File: src/rtl/fighter_motion.sv
// Per-fighter motion controller: walk/clamp, parabolic jump, squat, guard and
// timed knockback. State advances only on frame ticks.
module fighter_motion #(
  parameter int XW       = 11,
  parameter int YW       = 10,
  parameter int MIN_X    = 40,
  parameter int MAX_X    = 600,
  parameter int START_X  = 560,
  parameter bit FACE_INIT = 1'b0,
  parameter int GROUND_Y = -200,
  parameter int SQUAT_Y  = -230,
  parameter int STEP_X   = 4,
  parameter int V0       = 20,
  parameter int G        = 4,
  parameter int MAX_J    = 10,
  parameter int KB_STEP  = 8,
  parameter int KB_LEN   = 6
) (
  input  logic                 clk,
  input  logic                 rst,
  input  logic                 tick,
  input  logic                 right,
  input  logic                 left,
  input  logic                 jump,
  input  logic                 squat,
  input  logic                 defend,
  input  logic                 hit,
  input  logic                 hit_dir,
  output logic signed [XW-1:0] x,
  output logic signed [YW-1:0] y,
  output logic                 facing,
  output logic                 isJ,
  output logic                 isQ,
  output logic                 isD,
  output logic                 isK,
  output logic                 blocked
);

  localparam int JW  = (MAX_J < 1) ? 1 : $clog2(MAX_J + 1);
  localparam int KW  = (KB_LEN < 1) ? 1 : $clog2(KB_LEN + 1);
  localparam int CW  = YW + 8;
  localparam int XCW = XW + 2;

  localparam logic signed [CW-1:0]  V0_C     = CW'(V0);
  localparam logic signed [CW-1:0]  G_C      = CW'(G);
  localparam logic signed [CW-1:0]  TWO_C    = CW'(2);
  localparam logic signed [YW-1:0]  GROUND_C = YW'(GROUND_Y);
  localparam logic signed [YW-1:0]  SQUAT_C  = YW'(SQUAT_Y);
  localparam logic signed [XCW-1:0] MIN_C    = XCW'(MIN_X);
  localparam logic signed [XCW-1:0] MAX_C    = XCW'(MAX_X);
  localparam logic signed [XCW-1:0] STEP_C   = XCW'(STEP_X);
  localparam logic signed [XCW-1:0] KB_C     = XCW'(KB_STEP);
  localparam logic signed [XW-1:0]  MIN_XW   = XW'(MIN_X);
  localparam logic signed [XW-1:0]  MAX_XW   = XW'(MAX_X);

  typedef enum logic [1:0] {V_GROUND, V_SQUAT, V_AIR} v_state_t;
  typedef enum logic {H_FREE, H_KNOCK} h_state_t;

  v_state_t              v_reg, v_next;
  h_state_t              h_reg, h_next;
  logic [JW-1:0]         j_reg, j_next;
  logic [KW-1:0]         kb_reg, kb_next;
  logic                  dir_reg, dir_next;
  logic signed [XW-1:0]  x_reg, x_next;
  logic signed [YW-1:0]  y_reg, y_next;
  logic                  facing_reg, facing_next;
  logic                  blocked_reg, blocked_next;

  logic                  guard;
  logic signed [CW-1:0]  j_ext, arc_raw;
  logic                  arc_pos;
  logic signed [YW-1:0]  y_air;
  logic signed [XCW-1:0] x_move;

  assign guard = defend && (v_reg != V_AIR) && (h_reg != H_KNOCK);

  // Arc height is computed wide so the square cannot wrap before the max(0, .).
  assign j_ext   = CW'(j_reg);
  assign arc_raw = V0_C * j_ext - (G_C * j_ext * j_ext) / TWO_C;
  assign arc_pos = !arc_raw[CW-1] && (|arc_raw[CW-2:0]);
  assign y_air   = arc_pos ? (GROUND_C + arc_raw[YW-1:0]) : GROUND_C;

  always_comb begin
    v_next       = v_reg;
    j_next       = j_reg;
    y_next       = y_reg;
    h_next       = h_reg;
    kb_next      = kb_reg;
    dir_next     = dir_reg;
    x_next       = x_reg;
    facing_next  = facing_reg;
    blocked_next = blocked_reg;
    x_move       = XCW'(x_reg);

    if (tick) begin
      case (v_reg)
        V_AIR: begin
          y_next = y_air;
          if (j_reg == JW'(MAX_J)) begin
            v_next = V_GROUND;
            j_next = '0;
          end else begin
            j_next = j_reg + JW'(1);
          end
        end
        default: begin
          y_next = squat ? SQUAT_C : GROUND_C;
          if (jump) begin
            v_next = V_AIR;
            j_next = '0;
          end else begin
            v_next = squat ? V_SQUAT : V_GROUND;
          end
        end
      endcase

      blocked_next = hit && guard;

      // An unguarded hit (re)arms the knockback; the moves begin on the next tick.
      if (hit && !guard) begin
        h_next   = H_KNOCK;
        kb_next  = KW'(KB_LEN);
        dir_next = hit_dir;
      end else if (h_reg == H_KNOCK) begin
        x_move = dir_reg ? (x_move + KB_C) : (x_move - KB_C);
        if (kb_reg <= KW'(1)) begin
          h_next  = H_FREE;
          kb_next = '0;
        end else begin
          kb_next = kb_reg - KW'(1);
        end
      end else if (!guard) begin
        if (right) begin
          x_move      = x_move + STEP_C;
          facing_next = 1'b1;
        end else if (left) begin
          x_move      = x_move - STEP_C;
          facing_next = 1'b0;
        end
      end

      if (x_move < MIN_C) begin
        x_next = MIN_XW;
      end else if (x_move > MAX_C) begin
        x_next = MAX_XW;
      end else begin
        x_next = x_move[XW-1:0];
      end
    end
  end

  always_ff @(posedge clk) begin
    if (rst) begin
      v_reg       <= V_GROUND;
      h_reg       <= H_FREE;
      j_reg       <= '0;
      kb_reg      <= '0;
      dir_reg     <= 1'b0;
      x_reg       <= XW'(START_X);
      y_reg       <= GROUND_C;
      facing_reg  <= FACE_INIT;
      blocked_reg <= 1'b0;
    end else begin
      v_reg       <= v_next;
      h_reg       <= h_next;
      j_reg       <= j_next;
      kb_reg      <= kb_next;
      dir_reg     <= dir_next;
      x_reg       <= x_next;
      y_reg       <= y_next;
      facing_reg  <= facing_next;
      blocked_reg <= blocked_next;
    end
  end

  assign x       = x_reg;
  assign y       = y_reg;
  assign facing  = facing_reg;
  assign isJ     = (v_reg == V_AIR);
  assign isQ     = (v_reg == V_SQUAT);
  assign isK     = (h_reg == H_KNOCK);
  assign isD     = guard;
  assign blocked = blocked_reg;

endmodule

File: config.mk
export PLATFORM = sky130hd
export DESIGN_NAME = fighter_motion
export DESIGN_NICKNAME = d
export VERILOG_FILES = /design/src/rtl/fighter_motion.sv
export SDC_FILE = /design/constraint.sdc
export NUM_CORES = 1
export LEC_CHECK = 0
export BUFFER_PORTS_ARGS = -buffer_cell sky130_fd_sc_hd__buf_2
export CAP_MARGIN = 10
export CELL_PAD_IN_SITES_DETAIL_PLACEMENT = 1
export CELL_PAD_IN_SITES_GLOBAL_PLACEMENT = 2
export CORE_MARGIN = 1.5
export CORE_UTILIZATION = 37
export CTS_CLUSTER_SIZE = 20
export DETAILED_ROUTE_END_ITERATION = 6
export GPL_TIMING_DRIVEN = 0
export HOLD_SLACK_MARGIN = 0.03
export PLACE_DENSITY = 0.95
export SYNTH_ARGS = -nofsm -noshare
export SYNTH_HDL_FRONTEND = slang
export SYNTH_SLANG_ARGS = --single-unit
File: constraint.sdc
create_clock -name clk -period 8.95 [get_ports clk]
set_input_delay 0 -clock clk [delete_from_list [all_inputs] [get_ports clk]]
set_output_delay 0 -clock clk [all_outputs]
set_load 0.02 [all_outputs]
==> results.sh, run 1 <==
export IMPL_initial_utilization=0.388
export IMPL_synthTopCellsByCount="nor2_1, a21oi_1, nand2_1"
export IMPL_rsz0062_at_grt="false"
export IMPL_critical_path_most_common_cell="ha_1"
export IMPL_synth_top_family_by_area="simple AND/OR/NAND/NOR gates"
export IMPL_syn_area_um2=3050
export IMPL_slowest_stage="fa_1"
export IMPL_vias_per_cell=5.83
export IMPL_critPathLaunchType="flop"
export IMPL_core_area_um2=7850
export IMPL_fillers=1052
export IMPL_cp_arrival_ps=3880
export IMPL_grt_pass1_wl_um=16100
export IMPL_p_leak_nw=1.51
export IMPL_grt_max_degree=11
export IMPL_yosysWarnings=0
export IMPL_dieArea_um2=8790
export IMPL_post_cts_buffers=0
export IMPL_ys_ff_latch=30
export IMPL_largest_register_ffs=9
export IMPL_yosys_area_share_simple=0.280
export IMPL_io_buffer_count=30
export IMPL_switching_share=0.403
export IMPL_cpPeakStageDelay_ps=470
export IMPL_fin_setup_tns_ps=0
export IMPL_numClockSinks=30
export IMPL_cts_buffers=5
export IMPL_synth_edf_count=0
export IMPL_ir_drop_mv=0.0767
export IMPL_nNetsFinal=494
export IMPL_tightest_slew_ps=883
export IMPL_synth_compound_area_share=0.256
export IMPL_slew_viol_final=0
export IMPL_htree_levels=2
export IMPL_max_cap_viol_count=0
export IMPL_rows=32
export IMPL_synth_most_common_cell="nor2_1"
export IMPL_die_w_um=93.8
export IMPL_cts_root_buffer="clkbuf_8"
export IMPL_internal_power_mw=0.271
export IMPL_syn_inst=412
export IMPL_setup_viol=0
export IMPL_antenna_found_initial=0
export IMPL_worst_slack_ps=5240
export IMPL_skew_ps=2.72
export IMPL_area_growth_pct=12.8
export IMPL_grt_pass1_vias=3203
export IMPL_synth_area_leaders="dfxtp_1, ha_1, a21oi_1"
export IMPL_worstPathRequired_ps=9120
export IMPL_clkPwrFrac=0.254
export IMPL_utilization=0.438
export IMPL_vias=3240
export IMPL_max_freq_mhz=270
export IMPL_p_switching_mw=0.183
export IMPL_synthMuxAreaShare=0.0164
export IMPL_drive_gt1_frac=0.126
export IMPL_synthFlopType="dfxtp_1"
export IMPL_synth_seq_area_share=0.197
export IMPL_synth_largest_area_cell="dfxtp_1"
export IMPL_min_period_over_period=0.414
export IMPL_preCtsSetupSlack_ps=5340
export IMPL_drc=0
export IMPL_route_antenna_remaining_nets=0
export IMPL_status="complete, no violations"
export IMPL_p_per_area_nw_per_um2=132
export IMPL_wirelength_um=9840
export IMPL_ios=37
export IMPL_avgSynthCellArea_um2=7.40
export IMPL_grt_use_total=0.233
export IMPL_synth_top_area_frac=0.197
export IMPL_drt_pass1_iterations=4
export IMPL_dieHeight_um=93.8
export IMPL_crit_fanout=7
export IMPL_seqPwrFrac=0.340
export IMPL_min_period_ps=3710
export IMPL_async_reset_ff_frac=0
export IMPL_endpoint_kind="flop"
export IMPL_path_cells="ha_1 -> and2_1 -> fa_1 -> xnor2_1 -> ha_1 -> and3b_1 -> a311oi_1 -> o21bai_1 -> xor2_1 -> nor4_1 -> o21ai_0 -> a31oi_1 -> a211o_1"
export IMPL_synthAdderAreaFrac=0.135
export IMPL_wire_per_inst_um=17.7
export IMPL_cts_buffer_depth=2
export IMPL_cts_clk_slew_worst_paths_ps=60
export IMPL_synth_xor_area_share=0.0402
export IMPL_hp_class="in -> reg"
export IMPL_drtIter0Drc=94
export IMPL_pwr_share_comb=0.406
export IMPL_place_gp_congestion=0.899
export IMPL_num_antenna_cells=0
export IMPL_finalHoldViolCount=0
export IMPL_setup_worst_path_class="reg -> reg"
export IMPL_worst_skew_pair_late_latency_ps=280
export IMPL_hpwl_um=7710
export IMPL_relSlewSlack=0.408
export IMPL_yosys_cell_types_count=67
export IMPL_cts_tree="yes"
export IMPL_overflow=0
==> path summary, 6_finish.rpt <==
kind,cells past startpoint,slack (ps),start,end
max,13,5240,j_reg[2]$_SDFFE_PP0P_,y[5]$_SDFFE_PP1P_
min reg2reg,2,460,y[6]$_SDFFE_PP0P_,y[6]$_SDFFE_PP0P_
min,3,40,jump,v_reg[1]$_SDFFE_PP0P_
max reg2reg,13,5240,j_reg[2]$_SDFFE_PP0P_,y[5]$_SDFFE_PP1P_
==> cell families after synthesis <==
| family | after synthesis |
|---|---|
| AND/OR/NAND/NOR | 164 |
| AO/OA/AOI/OAI | 115 |
| buffers and inverters | 52 |
| adder cells (fa/ha/maj) | 31 |
| flip-flops | 30 |
| XOR/XNOR | 14 |
| multiplexers | 5 |
| other | 1 |
==> power by group through the flow <==
stage	clock, mW	combinational (mW)	sequential, mW
6_report	0.115	0.184	0.155
5_1_grt	0.121	0.203	0.156
4_1_cts	0.117	0.183	0.154
3_5_place_dp	0	0.181	0.157
3_3_place_gp	0	0.177	0.157
2_1_floorplan	0	0.128	0.161
==> through the flow <==
step / std cells / area, um^2 / total power, mW / hold WS [ps]
after floorplan: 415 / 3060 / 0.289 / 163
after global placement: 547 / 3340 / 0.334 / 279
after detailed placement: 547 / 3340 / 0.339 / 292
after CTS: 556 / 3440 / 0.454 / 38.7
after global routing: 556 / 3440 / 0.480 / 55.7
final: 556 / 3440 / 0.454 / 42.3
==> what timing repair did <==
item,in CTS,in global routing
endpoints found under the setup margin,0,0
hold buffers,1,0
hold endpoints to repair,1,0
resized for setup,0,0
==> cells in the final DEF, fill, tap and decap left out, types with 9 or more instances in the layout <==
cell | Yosys | routed
a21oi_1 | 38 | 38
buf_2 | 3 | 33
clkbuf_1 | 13 | 14
dfxtp_1 | 30 | 30
ha_1 | 28 | 28
inv_1 | 27 | 27
nand2_1 | 34 | 34
nand3_1 | 15 | 15
nor2_1 | 40 | 40
nor2b_1 | 10 | 10
nor3_1 | 14 | 14
o21ai_0 | 15 | 15
xnor2_1 | 9 | 9
==> per-layer routing <==
metal | routed length (um) | up-vias | global-route usage
li1 | - | 1569 | -
met2 | 4910 | 64 | 0.418
met1 | 4500 | 1597 | 0.294
met5 | 0 | - | 0
met4 | 121 | 0 | 0.0634
met3 | 310 | 10 | 0.0227
==> cell type report <==
class	count	area [um^2]	area share
multi-input combinational	333	2230	0.648
sequential	30	601	0.175
timing repair buffer	31	160	0.0466
buffer	25	128	0.0371
tap	102	128	0.0371
inverter	27	101	0.0295
clock buffer	7	86.3	0.0251
clock inverter	1	5.00	0.00146
==> worst max-delay path, delay by kind of cell (launching register included) <==
kind | cells | cell delay (ps)
DFF | 1 | 390
xor gates and xnor gates | 2 | 500
AOI/OAI and AO/OA | 5 | 1060
adders and majority gates | 3 | 1090
and+or+nand+nor | 3 | 560
Note: power is estimated with default switching activity, not from simulation.
==> run 2, diff against run 1 <==
--- a/config.mk
+++ b/config.mk
@@ -10,12 +10,12 @@
 export CELL_PAD_IN_SITES_DETAIL_PLACEMENT = 1
 export CELL_PAD_IN_SITES_GLOBAL_PLACEMENT = 2
 export CORE_MARGIN = 1.5
-export CORE_UTILIZATION = 37
+export CORE_UTILIZATION = 34
 export CTS_CLUSTER_SIZE = 20
 export DETAILED_ROUTE_END_ITERATION = 6
 export GPL_TIMING_DRIVEN = 0
 export HOLD_SLACK_MARGIN = 0.03
-export PLACE_DENSITY = 0.95
+export PLACE_DENSITY = 0.91
 export SYNTH_ARGS = -nofsm -noshare
 export SYNTH_HDL_FRONTEND = slang
 export SYNTH_SLANG_ARGS = --single-unit
==> constraint.sdc (replaced) <==
create_clock -name clk -period 3.42 [get_ports clk]
set_input_delay 0 -clock clk [delete_from_list [all_inputs] [get_ports clk]]
set_output_delay 0 -clock clk [all_outputs]
set_load 0.02 [all_outputs]
==> results.sh, run 2 (same netlist as run 1, synthesis figures left out) <==
export IMPL_status="complete, no violations"
export IMPL_max_freq_mhz=299
export IMPL_slew_viol_final=0
export IMPL_worst_skew_pair_late_latency_ps=280
export IMPL_vias_per_cell=5.84
export IMPL_fillers=1135
export IMPL_core_area_um2=8720
export IMPL_drtIter0Drc=108
export IMPL_die_w_um=97.7
export IMPL_wire_per_inst_um=18.3
export IMPL_cts_root_buffer="clkbuf_8"
export IMPL_dieArea_um2=9540
export IMPL_setup_viol=0
export IMPL_worst_slack_ps=78.1
export IMPL_critPathLaunchType="flop"
export IMPL_place_gp_congestion=0.866
export IMPL_relSlewSlack=0.591
export IMPL_critical_path_most_common_cell="ha_1"
export IMPL_setup_worst_path_class="reg -> reg"
export IMPL_drive_gt1_frac=0.166
export IMPL_path_cells="ha_1 -> and2_1 -> fa_1 -> xnor2_1 -> ha_1 -> and3b_1 -> a311oi_2 -> o21bai_2 -> xor2_2 -> buf_4 -> nand3_1 -> o21ai_0 -> a21oi_1 -> a211o_1"
export IMPL_overflow=0
export IMPL_r2r_start="j_reg[2]$_SDFFE_PP0P_"
export IMPL_whs_endpoint="v_reg[0]$_SDFFE_PP0P_"
export IMPL_p_leak_nw=1.56
export IMPL_fin_setup_tns_ps=0
export IMPL_dieHeight_um=97.7
export IMPL_crit_fanout=7
export IMPL_cp_buffers_inverters=1
export IMPL_rrSetupSlack_ps=80
export IMPL_min_period_over_period=0.977
export IMPL_drt_pass1_iterations=4
export IMPL_multiInputGateArea_um2=2300
export IMPL_endpoint_kind="flop"
export IMPL_nNetsFinal=499
export IMPL_cts_buffer_depth=2
export IMPL_vias=3308
export IMPL_ios=37
export IMPL_hpwl_um=7810
export IMPL_grt_use_total=0.218
export IMPL_antenna_found_initial=0
export IMPL_io_buffer_count=30
export IMPL_layout_common_cells="nor2_1, a21oi_1, nand2_1, buf_2, dfxtp_1"
export IMPL_route_antenna_remaining_nets=0
export IMPL_initial_utilization=0.349
export IMPL_whs_ps=48.9
export IMPL_r2r_end="y[9]$_SDFFE_PP1P_"
export IMPL_hold_depth=3
export IMPL_wirelength_um=10400
export IMPL_cts_clk_slew_worst_paths_ps=70
export IMPL_rows=34
export IMPL_cp_arrival_ps=3520
export IMPL_cp_top_family="adder cells"
export IMPL_tightest_slew_ps=614
export IMPL_min_period_ps=3340
export IMPL_num_antenna_cells=0
export IMPL_htree_levels=2
export IMPL_skew_ps=4.71
export IMPL_area_growth_pct=17.3
export IMPL_preCtsSetupSlack_ps=-196
export IMPL_numClockSinks=30
export IMPL_drc=0
export IMPL_hp_start="squat"
export IMPL_p_per_area_nw_per_um2=360
export IMPL_ir_drop_mv=0.141
export IMPL_grt_pass1_vias=3277
export IMPL_rsz0062_at_grt="true"
export IMPL_max_cap_viol_count=0
export IMPL_cpPeakStageDelay_ps=470
export IMPL_largest_register_ffs=9
export IMPL_grt_max_degree=11
export IMPL_finalHoldViolCount=0
export IMPL_slowest_stage="fa_1"
export IMPL_ff2ff_path_depth=14
export IMPL_final_common_cell="nor2_1"
export IMPL_cts_tree="yes"
export IMPL_seq_area_um2=602
export IMPL_cts_buffers=5
export IMPL_grt_pass1_wl_um=16700
export IMPL_hp_class="in -> reg"
export IMPL_worstPathRequired_ps=3600
[run 2: cell count changes in the layout (fill, tap and decap cells not counted), sizes merged]
cell / delta
clkbuf: -1
clkinv: -1
buf: +5
bufinv: +1
[run 2: tightest hold or removal path, delay by kind of cell]
| family | cells | cell delay [ps] |
|---|---|---|
| AOI/OAI and AO/OA | 1 | 60 |
| buffers and inverters | 1 | 100 |
| and+or+nand+nor | 1 | 120 |
[run 2: worst max path at each step]
| stage | from | end | cells after the start |
|---|---|---|---|
| 2_1_floorplan | j_reg[2]$_SDFFE_PP0P_ | y[4]$_SDFFE_PP1P_ | 13 |
| 3_3_place_gp | j_reg[2]$_SDFFE_PP0P_ | y[5]$_SDFFE_PP1P_ | 13 |
| 3_5_place_dp | j_reg[2]$_SDFFE_PP0P_ | y[4]$_SDFFE_PP1P_ | 13 |
| 4_1_cts | j_reg[2]$_SDFFE_PP0P_ | y[4]$_SDFFE_PP1P_ | 13 |
| 5_1_grt | j_reg[0]$_SDFFE_PP0P_ | y[4]$_SDFFE_PP1P_ | 13 |
| 6_report | j_reg[2]$_SDFFE_PP0P_ | y[9]$_SDFFE_PP1P_ | 14 |
[run 2: timing repair]
action                                  4_1_cts  5_1_grt
resized for setup                             5       14
setup buffers                                 2        3
endpoints found under the setup margin        7       12
pin swaps                                     5        5
cloned                                        0        0
hold endpoints to repair                      1        0
hold buffers                                  1        0
[run 2: area by class of cell]
| type | count | share of cell area |
|---|---|---|
| Sequential cell | 30 | 0.168 |
| Buffer | 25 | 0.0360 |
| Tap cell | 108 | 0.0378 |
| Timing Repair Buffer | 36 | 0.0553 |
| Multi-Input combinational cell | 333 | 0.643 |
| Clock buffer | 6 | 0.0231 |
| Clock inverter | 1 | 0.00840 |
| Inverter | 27 | 0.0283 |
[run 2: per-stage QoR]
| step | cells | power, mW | instance area [um^2] | utilization |
|---|---|---|---|---|
| 2_1_floorplan | 415 | 0.755 | 3060 | - |
| 3_3_place_gp | 553 | 0.881 | 3340 | 0.384 |
| 3_5_place_dp | 553 | 0.894 | 3340 | 0.384 |
| 4_1_cts | 563 | 1.27 | 3500 | 0.401 |
| 5_1_grt | 566 | 1.36 | 3580 | 0.410 |
| 6_report | 566 | 1.29 | 3580 | 0.410 |
[run 2: power by group]
| part | total (mW) | internal [mW] | switching [mW] |
|---|---|---|---|
| clock | 0.370 | 0.233 | 0.137 |
| sequential | 0.404 | 0.371 | 0.0329 |
| combinational | 0.514 | 0.189 | 0.325 |
| total | 1.29 | 0.793 | 0.495 |
[run 2: metal layers]
layer,track usage,part of all wire
met2,0.386,0.51
met3,0.0201,0.034
met5,0,0
met1,0.276,0.44
met4,0.0714,0.017
